===== src/rtl/uart_tx_fifo_if.sv =====
// uart_tx_fifo_if
//  CPU-side bus of the UART transmit FIFO: byte write strobe plus the
//  status flags the CPU polls.
//  master : CPU / bench side (drives wr_en, wr_data, clr_ovf)
//  slave  : FIFO side (drives full, empty, level, overflow, busy)
interface uart_tx_fifo_if #(
  parameter int ADDR_W = 4
);
  logic              wr_en;
  logic [7:0]        wr_data;
  logic              clr_ovf;
  logic              full;
  logic              empty;
  logic [ADDR_W:0]   level;
  logic              overflow;
  logic              busy;

  modport master (
    output wr_en, wr_data, clr_ovf,
    input  full, empty, level, overflow, busy
  );

  modport slave (
    input  wr_en, wr_data, clr_ovf,
    output full, empty, level, overflow, busy
  );
endinterface


===== src/rtl/uart_tx_fifo.sv =====
// uart_tx_fifo
//  Byte FIFO and pacing stage in front of a UART transmitter that has no
//  busy output. Each frame is timed locally from the shared baud value:
//  send is held for one baud-clock period, then kept low for a guard
//  interval long enough for the 10-bit frame plus the send re-arm edge.
// Ports
//  clk_xtal  system clock, shared with the UART
//  rst_n     asynchronous active-low reset
//  baud      baud setting (same value the UART uses); 0 stalls launches
//  cpu       write strobe/data, clr_ovf in; full/empty/level/overflow/busy out
//  send      UART send strobe
//  DataOut   UART data byte, stable from one launch to the next
//
// state | meaning
// IDLE  | waiting for a queued byte and a non-zero baud
// SEND  | send high for one baud period (per cycles)
// GAP   | send low for GUARD_PERIODS*per cycles while the UART shifts
module uart_tx_fifo #(
  parameter int DEPTH         = 16,
  parameter int ADDR_W        = 4,
  parameter int CLK_DIV_NUM   = 13499000,
  parameter int GUARD_PERIODS = 12
) (
  input  logic          clk_xtal,
  input  logic          rst_n,
  input  logic [23:0]   baud,
  uart_tx_fifo_if.slave cpu,
  output logic          send,
  output logic [7:0]    DataOut
);

  typedef enum logic [1:0] {IDLE, SEND, GAP} state_t;

  state_t            state;
  logic [7:0]        mem [DEPTH];
  logic [ADDR_W-1:0] rd_ptr;
  logic [ADDR_W-1:0] wr_ptr;
  logic [ADDR_W:0]   level_nxt;
  logic [31:0]       timer;
  logic [31:0]       per_q;
  logic [31:0]       per_calc;
  logic              pop;
  logic              push;

  assign pop  = (state == IDLE) && !cpu.empty && (baud != 24'd0);
  // A full FIFO still takes a byte when the head leaves on the same edge.
  assign push = cpu.wr_en && (!cpu.full || pop);

  // Two clk_xtal cycles per divider count, matching the UART's baud toggle.
  assign per_calc = ((32'(CLK_DIV_NUM) / {8'd0, baud}) + 32'd1) << 1;

  always_comb begin
    level_nxt = cpu.level;
    case ({push, pop})
      2'b10:   level_nxt = cpu.level + 1'b1;
      2'b01:   level_nxt = cpu.level - 1'b1;
      default: level_nxt = cpu.level;
    endcase
  end

  always_ff @(posedge clk_xtal) begin
    if (push) mem[wr_ptr] <= cpu.wr_data;
  end

  always_ff @(posedge clk_xtal or negedge rst_n) begin
    if (!rst_n) begin
      rd_ptr       <= '0;
      wr_ptr       <= '0;
      cpu.level    <= '0;
      cpu.full     <= 1'b0;
      cpu.empty    <= 1'b1;
      cpu.overflow <= 1'b0;
    end else begin
      if (push) wr_ptr <= wr_ptr + 1'b1;
      if (pop)  rd_ptr <= rd_ptr + 1'b1;
      cpu.level <= level_nxt;
      cpu.full  <= (level_nxt == (ADDR_W+1)'(DEPTH));
      cpu.empty <= (level_nxt == '0);
      // A dropped byte beats a simultaneous clear.
      if (cpu.wr_en && !push) cpu.overflow <= 1'b1;
      else if (cpu.clr_ovf)   cpu.overflow <= 1'b0;
    end
  end

  always_ff @(posedge clk_xtal or negedge rst_n) begin
    if (!rst_n) begin
      state    <= IDLE;
      send     <= 1'b0;
      DataOut  <= 8'h00;
      timer    <= '0;
      per_q    <= '0;
      cpu.busy <= 1'b0;
    end else begin
      case (state)
        IDLE: begin
          if (pop) begin
            DataOut  <= mem[rd_ptr];
            send     <= 1'b1;
            per_q    <= per_calc;
            timer    <= per_calc - 32'd1;
            state    <= SEND;
            cpu.busy <= 1'b1;
          end
        end
        SEND: begin
          if (timer == 32'd0) begin
            send  <= 1'b0;
            timer <= 32'(GUARD_PERIODS) * per_q - 32'd1;
            state <= GAP;
          end else begin
            timer <= timer - 32'd1;
          end
        end
        GAP: begin
          if (timer == 32'd0) begin
            state    <= IDLE;
            cpu.busy <= 1'b0;
          end else begin
            timer <= timer - 32'd1;
          end
        end
        default: begin
          state    <= IDLE;
          send     <= 1'b0;
          cpu.busy <= 1'b0;
        end
      endcase
    end
  end

endmodule


===== src/flat_wrapper.sv =====
// flat-port wrapper written by rule: the top's interface ports become plain ports
module uart_tx_fifo_flat 
#(
  parameter int DEPTH         = 16,
  parameter int ADDR_W        = 4,
  parameter int CLK_DIV_NUM   = 13499000,
  parameter int GUARD_PERIODS = 12
)
  (clk_xtal, rst_n, baud, send, DataOut, cpu_wr_en, cpu_wr_data, cpu_clr_ovf, cpu_full, cpu_empty, cpu_level, cpu_overflow, cpu_busy);
  uart_tx_fifo_if #(.ADDR_W(ADDR_W)) cpu_i ();
  input  logic clk_xtal;
  input  logic rst_n;
  input  logic [23:0] baud;
  output logic send;
  output logic [7:0] DataOut;
  input wire logic [$bits(cpu_i.wr_en)-1:0] cpu_wr_en;
  input wire logic [$bits(cpu_i.wr_data)-1:0] cpu_wr_data;
  input wire logic [$bits(cpu_i.clr_ovf)-1:0] cpu_clr_ovf;
  output wire logic [$bits(cpu_i.full)-1:0] cpu_full;
  output wire logic [$bits(cpu_i.empty)-1:0] cpu_empty;
  output wire logic [$bits(cpu_i.level)-1:0] cpu_level;
  output wire logic [$bits(cpu_i.overflow)-1:0] cpu_overflow;
  output wire logic [$bits(cpu_i.busy)-1:0] cpu_busy;
  assign cpu_i.wr_en = cpu_wr_en;
  assign cpu_i.wr_data = cpu_wr_data;
  assign cpu_i.clr_ovf = cpu_clr_ovf;
  assign cpu_full = cpu_i.full;
  assign cpu_empty = cpu_i.empty;
  assign cpu_level = cpu_i.level;
  assign cpu_overflow = cpu_i.overflow;
  assign cpu_busy = cpu_i.busy;
  uart_tx_fifo #(.DEPTH(DEPTH), .ADDR_W(ADDR_W), .CLK_DIV_NUM(CLK_DIV_NUM), .GUARD_PERIODS(GUARD_PERIODS)) u_core (.clk_xtal(clk_xtal), .rst_n(rst_n), .baud(baud), .cpu(cpu_i), .send(send), .DataOut(DataOut));
endmodule

===== config.mk =====
export PLATFORM = sky130hd
export DESIGN_NAME = uart_tx_fifo_flat
export DESIGN_NICKNAME = d
export VERILOG_FILES = /design/src/rtl/uart_tx_fifo_if.sv /design/src/rtl/uart_tx_fifo.sv /design/src/flat_wrapper.sv
export SDC_FILE = /design/constraint.sdc
export NUM_CORES = 1
export LEC_CHECK = 0
export CAP_MARGIN = 20
export CORE_ASPECT_RATIO = 0.5
export CORE_MARGIN = 2
export CORE_UTILIZATION = 30
export DETAILED_ROUTE_END_ITERATION = 10
export DONT_BUFFER_PORTS = 1
export MAX_ROUTING_LAYER = met4
export PLACE_DENSITY_LB_ADDON = 0.1
export SKIP_CTS_REPAIR_TIMING = 1
export SLEW_MARGIN = 20
export SYNTH_ARGS = -nofsm -noshare
export SYNTH_HDL_FRONTEND = slang
export SYNTH_SLANG_ARGS = --single-unit

===== constraint.sdc =====
create_clock -name clk_xtal -period 17.15 [get_ports clk_xtal]
set_clock_uncertainty 0.2 [all_clocks]
set_input_delay 2.5725 -clock clk_xtal [delete_from_list [all_inputs] [get_ports clk_xtal]]
set_output_delay 2.5725 -clock clk_xtal [all_outputs]
set_load 0.01 [all_outputs]

---- After elaboration in Yosys (flattened, before gate mapping) ----
Memory sizes are Yosys's and may differ from the RTL's. A register that Yosys moved wholly into a read port is not among the register bits.
Cells that the tools add are included.
storage, ports and cells
  register bits ........................... 83
  memory bits (writable) .................. 128
  input bits .............................. 36
  output and inout port bits .............. 18
  memories ................................ 1
memories
  name        depth  width  read ports  clocked after Yosys merged registers in  write ports  line                text
  u_core.mem  16     8      1           1                                        1            uart_tx_fifo.sv:35  logic [7:0] mem [DEPTH];
operators by class
  $add $sub $neg .......................... 8
  multipliers ............................. 1
  div/mod/pow operators ................... 1
  eq/ne operators ......................... 9
  muxes and demuxes ....................... 17
  bitwise gates (word level) .............. 2
  reductions and logical operators ........ 20
operators by type and width
  operator                  count
  $mux W32                  3
  $pmux W32 S3              1
  $sub A32 B1 Y32 const B   3
  $div A24 B24 Y32 const A  1
  $logic_not A32 Y1         1
  $add A31 B1 Y31 const B   1
  $mul A2 B31 Y29 const A   1
  $reduce_bool A24 Y1       1
  $reduce_and A3 Y1         4
  $pmux W5 S2               1
  $add A4 B1 Y4 const B     2
  $mux W1                   6
  $mux W2                   3
  $ne A2 B1 Y1 const B      3
  $pmux W1 S3               2
  $pmux W2 S3               1
  $add A5 B1 Y5 const B     1
  $eq A5 B5 Y1 const B      1
  $logic_not A5 Y1          1
  $sub A5 B1 Y5 const B     1
  $eq A2 B1 Y1 const B      2
  $eq A2 B2 Y1 const B      2
  $logic_and A1 B1 Y1       4
  $logic_not A1 Y1          4
  other kinds (7)           8

---- Longest topological paths before layout ----
Gate-level depths: netlist (run 1).
  depth after elaboration ................. 8
  depth in mapped cells ................... 381
  mapped depth without buffers ............ 334

---- Worst setup path before layout (run 1) ----
OpenSTA, ideal clock, no wires.
  path kind ............................... input port to flip-flop
  from .................................... input baud[1]
  to ...................................... register u_core.timer[21]
  arrival ................................. 78,472 ps
  slack ................................... -61,614 ps
  cell stages on the path ................. 355
  cell sequence ........................... buf_6 buf_6 inv_1 ha_1 inv_1 a22oi_1 nor2_1 ha_1 o21bai_1 a21oi_1 o21a_1 nor2_1 ha_1 a21o_1 a31oi_2 mux2_2 a21oi_1 nor2_1 [319 not listed] a31oi_1 nor3b_2 and2_1 buf_6 inv_4 ha_1 buf_4 and3_1 clkbuf_1 nand3_1 xnor2_1 nor2_1 and3b_1 buf_2 nor4b_4 or4b_1 xor2_1 o31ai_2
on the way
  longest elaborated chain between the ends .. 5
ends and longest elaborated chain
  element               line                 text
  from (decl)           flat_wrapper.sv:13   input logic [23:0] baud;
  $div A24 B24 Y32      uart_tx_fifo.sv:50   assign per_calc = ((32'(CLK_DIV_NUM) / {8'd0, baud}) + 32'd1) << 1;
  $add A31 B1 Y31       uart_tx_fifo.sv:50
  $sub A32 B1 Y32       uart_tx_fifo.sv:100  timer <= per_calc - 32'd1;
  $mux W32              uart_tx_fifo.sv:96   if (pop) begin
  $pmux W32 S3          uart_tx_fifo.sv:94   case (state)
  to (signal assigned)  uart_tx_fifo.sv:100
  to (signal assigned)  uart_tx_fifo.sv:108  timer <= 32'(GUARD_PERIODS) * per_q - 32'd1;
  to (signal assigned)  uart_tx_fifo.sv:111  timer <= timer - 32'd1;
  to (decl)             uart_tx_fifo.sv:39   logic [31:0] timer;
Parallel ways exist; a longest one is shown, timed or not. The select of a mux whose other input is x is not followed.
A chain may end at the register's enable or synchronous reset.

---- Worst setup path after layout (run 1) ----
  from .................................... input baud[21]
  to ...................................... register u_core.timer[21]
Same word-level chain as after synthesis.

==> impl_metrics.tcl, run 1 <==
set metrics [dict create \
    status "complete, but fails checks" \
    violations "negative setup slack" \
    synth_area_um2 42100 \
    fp.coreArea_um2 140000 \
    tightest_slew_ns 1.10 \
    avgViaCountPerCell 5.33 \
    r2r-end "u_core.timer[31]$_DFFE_PN0P_" \
    r2r_cells 30 \
    post-place-ws_ns -53.79 \
    final_cells 9439 \
    clk_pin_slew_ns 0.07 \
    cts_sinks 217 \
    max-cap-violations 0 \
    cts_tree "built" \
    syn_area_per_cell_um2 7.77 \
    drive_above_1_share 0.435 \
    drt_iter0_drc 3339 \
    postSynth.asyncResetShare 0.410 \
    dieWidth_um 534 \
    whs_ns 0.321 \
    std_cell_rows 97 \
    cts_made_buffers 24 \
    hold_depth 2 \
    synth_edf_count 128 \
    max_freq_mhz 15.1 \
    finalSetupViolations 60 \
    fin_crit_ns 66.04 \
    setup.worst_path.start_class "input port" \
    grt_pass1_wl_um 286000 \
    synth_nets 5963 \
    routed_wl_um 196000 \
    die_h_um 269 \
    synth_ff_type "edfxtp_1" \
    critical-path-top-delay-family "compound AO/OA/AOI/OAI gates" \
    rsz0062_at_grt "yes" \
    gr-total-overflow 0 \
    htreeDepth 1 \
    hold_violations 0 \
    synth_cell_type_count 145 \
    ir_worst_vdd_v 0.000252 \
    r2r_setup_slack_ns 10.17 \
    synth_top_area_cell "ha_1" \
    gp_congestion 0.969 \
    num_vias 50300 \
    grt_pass1_vias 48200 \
    synth-seq-area-share 0.144 \
    finalWorstSetupSlack_ns -48.89 \
    min_path_type "reg -> reg" \
    crit_path_max_fanout 11 \
    fp.dieArea_um2 144000 \
    critPathMaxStageDelay_ns 0.57 \
    clock-root-buffer "clkbuf_16" \
    multi_input_area_um2 39300 \
    synth.top_cell.area_share 0.150 \
    cp_slowest_cell "or4_4" \
    critPathKind "in -> reg" \
    clk_latency_ns 0.54 \
    min_from "u_core.per_q[24]$_DFFE_PN0P_" \
    n_antenna_cell 0 \
    max-slew-margin-rel 0.261 \
    grtUsageTotal 0.262 \
    cp.required_ns 17.40 \
    synthTopCellsByCount "545 x nand2_1, 504 x ha_1, 450 x nor2_1, 428 x a21oi_1, 357 x o21ai_0" \
    grt_max_degree 90 \
    min_to "u_core.per_q[24]$_DFFE_PN0P_" \
    ys_top_cells_by_area "ha_1 15%, edfxtp_1 9.1%, xnor2_1 6.9%, dfrtp_1 5.2%, a21oi_1 5.1%" \
    arrival_ns 66.29 \
    netlist_instances 5421 \
    syn_to_final_growth_pct 58.8 \
    cp_common_cell "a21o_1" \
    placement.io_buffers 0 \
    antenna_found_initial 4 \
    synth-seq-cells 217 \
    fillers 13800 \
    ff_latch_area_um2 6070 \
    maxSlewViolCount 0 \
    io_pins 54 \
    endpoint_kind "flip-flop" \
    start_util 0.302 \
    utilization 0.479 \
    power_density_nw_per_um2 135 \
    dp.cells 9190 \
    leakagePower_nw 30.3 \
    clockBufferDepth 3 \
    nets 8083 \
    place_hpwl_um 155000 \
    period_share 3.85 \
    finalSetupTns_ns -2857.75 \
    path_buf_inv 31 \
    first_pass_iters 5 \
    ys_warn_count 0 \
    wire_per_inst_um 20.7 \
    r2r_start "u_core.per_q[1]$_DFFE_PN0P_" \
    drc 0 \
    ant_nets 0 \
    yosysMostFrequentCell "nand2_1" \
]
-- how the worst max path moves through the flow --
stage / cells after the start / from / to / slack [ns]
floorplan: 355 / baud[1] / u_core.timer[21]$_DFFE_PN0P_ / -50.88
global placement: 334 / baud[17] / u_core.timer[21]$_DFFE_PN0P_ / -52.84
detailed placement: 332 / baud[21] / u_core.timer[21]$_DFFE_PN0P_ / -53.79
CTS: 335 / baud[21] / u_core.timer[21]$_DFFE_PN0P_ / -53.59
global route: 330 / baud[21] / u_core.timer[21]$_DFFE_PN0P_ / -51.40
finish: 305 / baud[21] / u_core.timer[21]$_DFFE_PN0P_ / -48.89
-- sequential cells by signal, summed over array words and instances, names as in the netlist --
signal               cells
u_core.cpu.level         5
u_core.timer            32
u_core.cpu.overflow      1
u_core.rd_ptr            4
u_core.cpu.empty         1
u_core.per_q            29
u_core.DataOut           8
u_core.mem             128
u_core.cpu.busy          1
u_core.send              1
u_core.wr_ptr            4
u_core.cpu.full          1
u_core.state             2
-- cell usage in the layout (no fill, tap or decap), types with 38 or more instances in the layout --
cell type	synthesis	routed
a211oi_1	53	38
a21o_1	172	165
a21oi_1	428	345
a21oi_2	8	72
a31oi_1	70	58
and2_1	54	48
and3_1	53	40
buf_4	13	2176
buf_6	8	53
dfrtp_1	88	87
edfxtp_1	128	128
ha_1	504	394
ha_4	0	90
inv_1	190	175
mux2_2	138	107
mux2i_1	72	62
nand2_1	545	514
nand2b_1	88	84
nand3_1	105	93
nand4_1	45	45
nor2_1	450	398
nor2b_1	51	43
nor3_1	162	122
o211ai_1	61	61
o21a_1	157	149
o21ai_0	357	240
o21ai_1	25	73
o21ai_2	7	66
o21bai_1	52	45
or3_1	62	53
xnor2_1	330	312
xor2_1	124	119
-- where the power goes --
group	internal (mW)	leakage (nW)	switching [mW]
clock	0.323	0.403	0.229
combinational	3.94	27.6	3.80
sequential	0.659	2.30	0.0949
total	4.92	30.3	4.12
-- per-layer routing --
| metal | global-route usage | up-vias | share of wire |
|---|---|---|---|
| met5 | - | - | 0 |
| met3 | 0.0310 | 188 | 0.046 |
| met4 | 0.0436 | 0 | 0.018 |
| li1 | - | 24600 | - |
| met1 | 0.363 | 24400 | 0.49 |
| met2 | 0.415 | 1083 | 0.45 |
-- logic make-up after synthesis --
group,count (synthesis),share of synthesized area
AOI/OAI and AO/OA,1842,0.299
muxes,235,0.0662
buffers and inverters,362,0.0359
and+or+nand+nor,1804,0.210
other,1,0.0000891
xor gates and xnor gates,454,0.0945
adders and majority gates,506,0.151
DFF,217,0.144
-- layout make-up --
class | count | share of cell area
Inverter | 195 | 0.0112
Sequential cell | 217 | 0.0909
Timing Repair Buffer | 2258 | 0.262
Multi-Input combinational cell | 4845 | 0.588
Clock inverter | 15 | 0.00329
Tap cell | 1881 | 0.0352
Clock buffer | 28 | 0.00921
-- worst register-to-register path: cells and delay by family (launching register included) --
kind	cells	cell delay, ns
adder cells (fa/ha/maj)	1	0.27
flip-flops	1	0.46
AND/OR/NAND/NOR	4	0.57
XOR/XNOR	2	0.33
AO/OA/AOI/OAI	23	5.05
-- metrics by stage --
step | instance area [µm²] | total power, mW
final | 66800 | 9.04
after global routing | 66800 | 9.81
after CTS | 61500 | 8.32
after detailed placement | 60600 | 7.72
after global placement | 60600 | 7.66
after floorplan | 44100 | 4.93
Power figures use the tool's default switching activity.
==> run 2: changes to the inputs <==
==> constraint.sdc (replaced) <==
create_clock -name clk_xtal -period 84.8 [get_ports clk_xtal]
set_clock_uncertainty 0.2 [all_clocks]
set_input_delay 12.72 -clock clk_xtal [delete_from_list [all_inputs] [get_ports clk_xtal]]
set_output_delay 12.72 -clock clk_xtal [all_outputs]
set_load 0.01 [all_outputs]
==> run 2 against run 1 <==
The flow now finishes without violations. Critical path depth up 9. Sequential power down 80%. Wire length down 12%. Via count down 14%. First-iteration DRC count up 5.0%. Power down 84%. Critical endpoint is now u_core.timer[23]$_DFFE_PN0P_. Largest power group unchanged.
==> impl_metrics.tcl, run 2 (synthesis results as in run 1) <==
set metrics [dict create \
    status "completed" \
    max-slew-margin-rel 0.309 \
    start_util 0.302 \
    htreeDepth 1 \
    most-common-layout-cells "540 x nand2_1, 497 x ha_1, 438 x nor2_1" \
    critPathKind "in -> reg" \
    gr-total-overflow 0 \
    tightest_slew_ns 1.03 \
    cts_tree "built" \
    route.met3.wl_um 7770 \
    clockBufferDepth 3 \
    cts_made_buffers 23 \
    utilization 0.347 \
    r2r-end "u_core.timer[31]$_DFFE_PN0P_" \
    final_cells 7538 \
    place_hpwl_um 138000 \
    grtUsageTotal 0.236 \
    power_density_nw_per_um2 29.2 \
    setup.worst_path.start_class "input port" \
    largestRegisters "u_core.mem: 128 flops, u_core.timer: 32 flops, u_core.per_q: 29 flops" \
    ir_worst_vdd_v 0.0000297 \
    fp.dieArea_um2 144000 \
    num_vias 43100 \
    design_area_um2 48400 \
    ant_nets 0 \
    critPathMaxStageDelay_ns 0.62 \
    r2r_cells 30 \
    highest_layer "met4" \
    antenna_found_initial 5 \
    maxSlewViolCount 0 \
    wire_per_inst_um 23.0 \
    path_buf_inv 25 \
    crit_path_max_fanout 18 \
    min_path_type "reg -> reg" \
    r2r_start "u_core.per_q[1]$_DFFE_PN0P_" \
    worstSetupStartpoint "baud[22]" \
    die_h_um 269 \
    finalSetupTns_ns 0 \
    grt_pass1_vias 40700 \
    hold_violations 0 \
    routed_wl_um 173000 \
    largest_register_ffs 128 \
    clk_pin_slew_ns 0.06 \
    clock-root-buffer "clkbuf_16" \
    critical-path-top-delay-family "compound AO/OA/AOI/OAI gates" \
    first_pass_iters 8 \
    cp_common_cell "ha_1" \
    largest_register "u_core.mem" \
    critical_path_depth 314 \
    fp.coreArea_um2 140000 \
    final_common_cell "nand2_1" \
    dieWidth_um 534 \
    grt_pass1_wl_um 256000 \
    r2r_setup_slack_ns 77.49 \
    cp.required_ns 85.02 \
    max-cap-violations 0 \
    dp.cells 7422 \
    syn_to_final_growth_pct 15.0 \
    hold_depth 2 \
    grt_max_degree 90 \
    drc 0 \
    fin_crit_ns 80.96 \
    placement.io_buffers 0 \
    period_share 0.955 \
    clk_latency_ns 0.54 \
    dr_wl_met2_um 74000 \
    max_freq_mhz 12.4 \
    crit_path_end "u_core.timer[23]$_DFFE_PN0P_" \
    leakagePower_nw 20.3 \
    cp_slowest_cell "or4b_4" \
    gp_congestion 0.954 \
    wl_met1_um 88500 \
    dpl_cell_area_um2 46000 \
    drt_iter0_drc 3507 \
    finalWorstSetupSlack_ns 3.84 \
    fillers 14700 \
    avgViaCountPerCell 5.72 \
    finalSetupViolations 0 \
    io_pins 54 \
    nets 6176 \
    endpoint_kind "flip-flop" \
    cts_sinks 217 \
    std_cell_rows 97 \
    post-place-ws_ns -3.21 \
    drive_above_1_share 0.161 \
    arrival_ns 81.18 \
]
run 2: cell count changes in the layout (fill, tap and decap cells not counted), moves of 47 or more:
cell	change
buf_4	-1842
ha_4	-87
o21ai_2	-47
ha_1	+103
o21ai_0	+77
a21oi_1	+54
run 2: worst min path at each step:
stage | to | start | slack, ns
2_1_floorplan | u_core.per_q[29]$_DFFE_PN0P_ | u_core.per_q[29]$_DFFE_PN0P_ | 0.27
3_3_place_gp | u_core.timer[13]$_DFFE_PN0P_ | u_core.timer[13]$_DFFE_PN0P_ | 0.31
3_5_place_dp | u_core.per_q[27]$_DFFE_PN0P_ | u_core.per_q[27]$_DFFE_PN0P_ | 0.30
4_1_cts | u_core.per_q[27]$_DFFE_PN0P_ | u_core.per_q[27]$_DFFE_PN0P_ | 0.32
5_1_grt | u_core.per_q[24]$_DFFE_PN0P_ | u_core.per_q[24]$_DFFE_PN0P_ | 0.36
6_report | u_core.per_q[27]$_DFFE_PN0P_ | u_core.per_q[27]$_DFFE_PN0P_ | 0.32
run 2: layout make-up:
| type | instances | area, µm² | share of cell area |
|---|---|---|---|
| Sequential cell | 217 | 6070 | 0.125 |
| Inverter | 195 | 739 | 0.0153 |
| Antenna cell | 6 | 15.0 | 0.000310 |
| Timing Repair Buffer | 352 | 2750 | 0.0568 |
| Multi-Input combinational cell | 4845 | 35600 | 0.736 |
| Tap cell | 1881 | 2350 | 0.0486 |
| Clock inverter | 17 | 280 | 0.00579 |
| Clock buffer | 25 | 583 | 0.0120 |
run 2: stage by stage:
step / power (mW) / hold slack, ns
6_report: 1.41 / 0.318
5_1_grt: 1.55 / 0.358
4_1_cts: 1.37 / 0.320
3_5_place_dp: 1.25 / 0.296
3_3_place_gp: 1.25 / 0.308
2_1_floorplan: 0.960 / 0.269
run 2: worst register-to-register path, delay by kind of cell (launching register included):
kind | cells | cell delay, ns
AOI/OAI and AO/OA | 23 | 5.25
xor gates and xnor gates | 2 | 0.40
adders and majority gates | 1 | 0.26
DFF | 1 | 0.45
and+or+nand+nor | 4 | 0.61
run 2: routing by layer:
layer / vias up / GRT usage
met1: 21000 / 0.345
met2: 1130 / 0.356
met3: 157 / 0.0173
met4: 0 / 0.0398
met5: - / -
li1: 20800 / -
run 2: power by group:
| group | internal (mW) | switching, mW | total, mW | leakage, nW |
|---|---|---|---|---|
| logic | 0.487 | 0.653 | 1.14 | 17.6 |
| clock network | 0.0717 | 0.0465 | 0.118 | 0.423 |
| registers | 0.133 | 0.0197 | 0.153 | 2.30 |
| total | 0.692 | 0.720 | 1.41 | 20.3 |
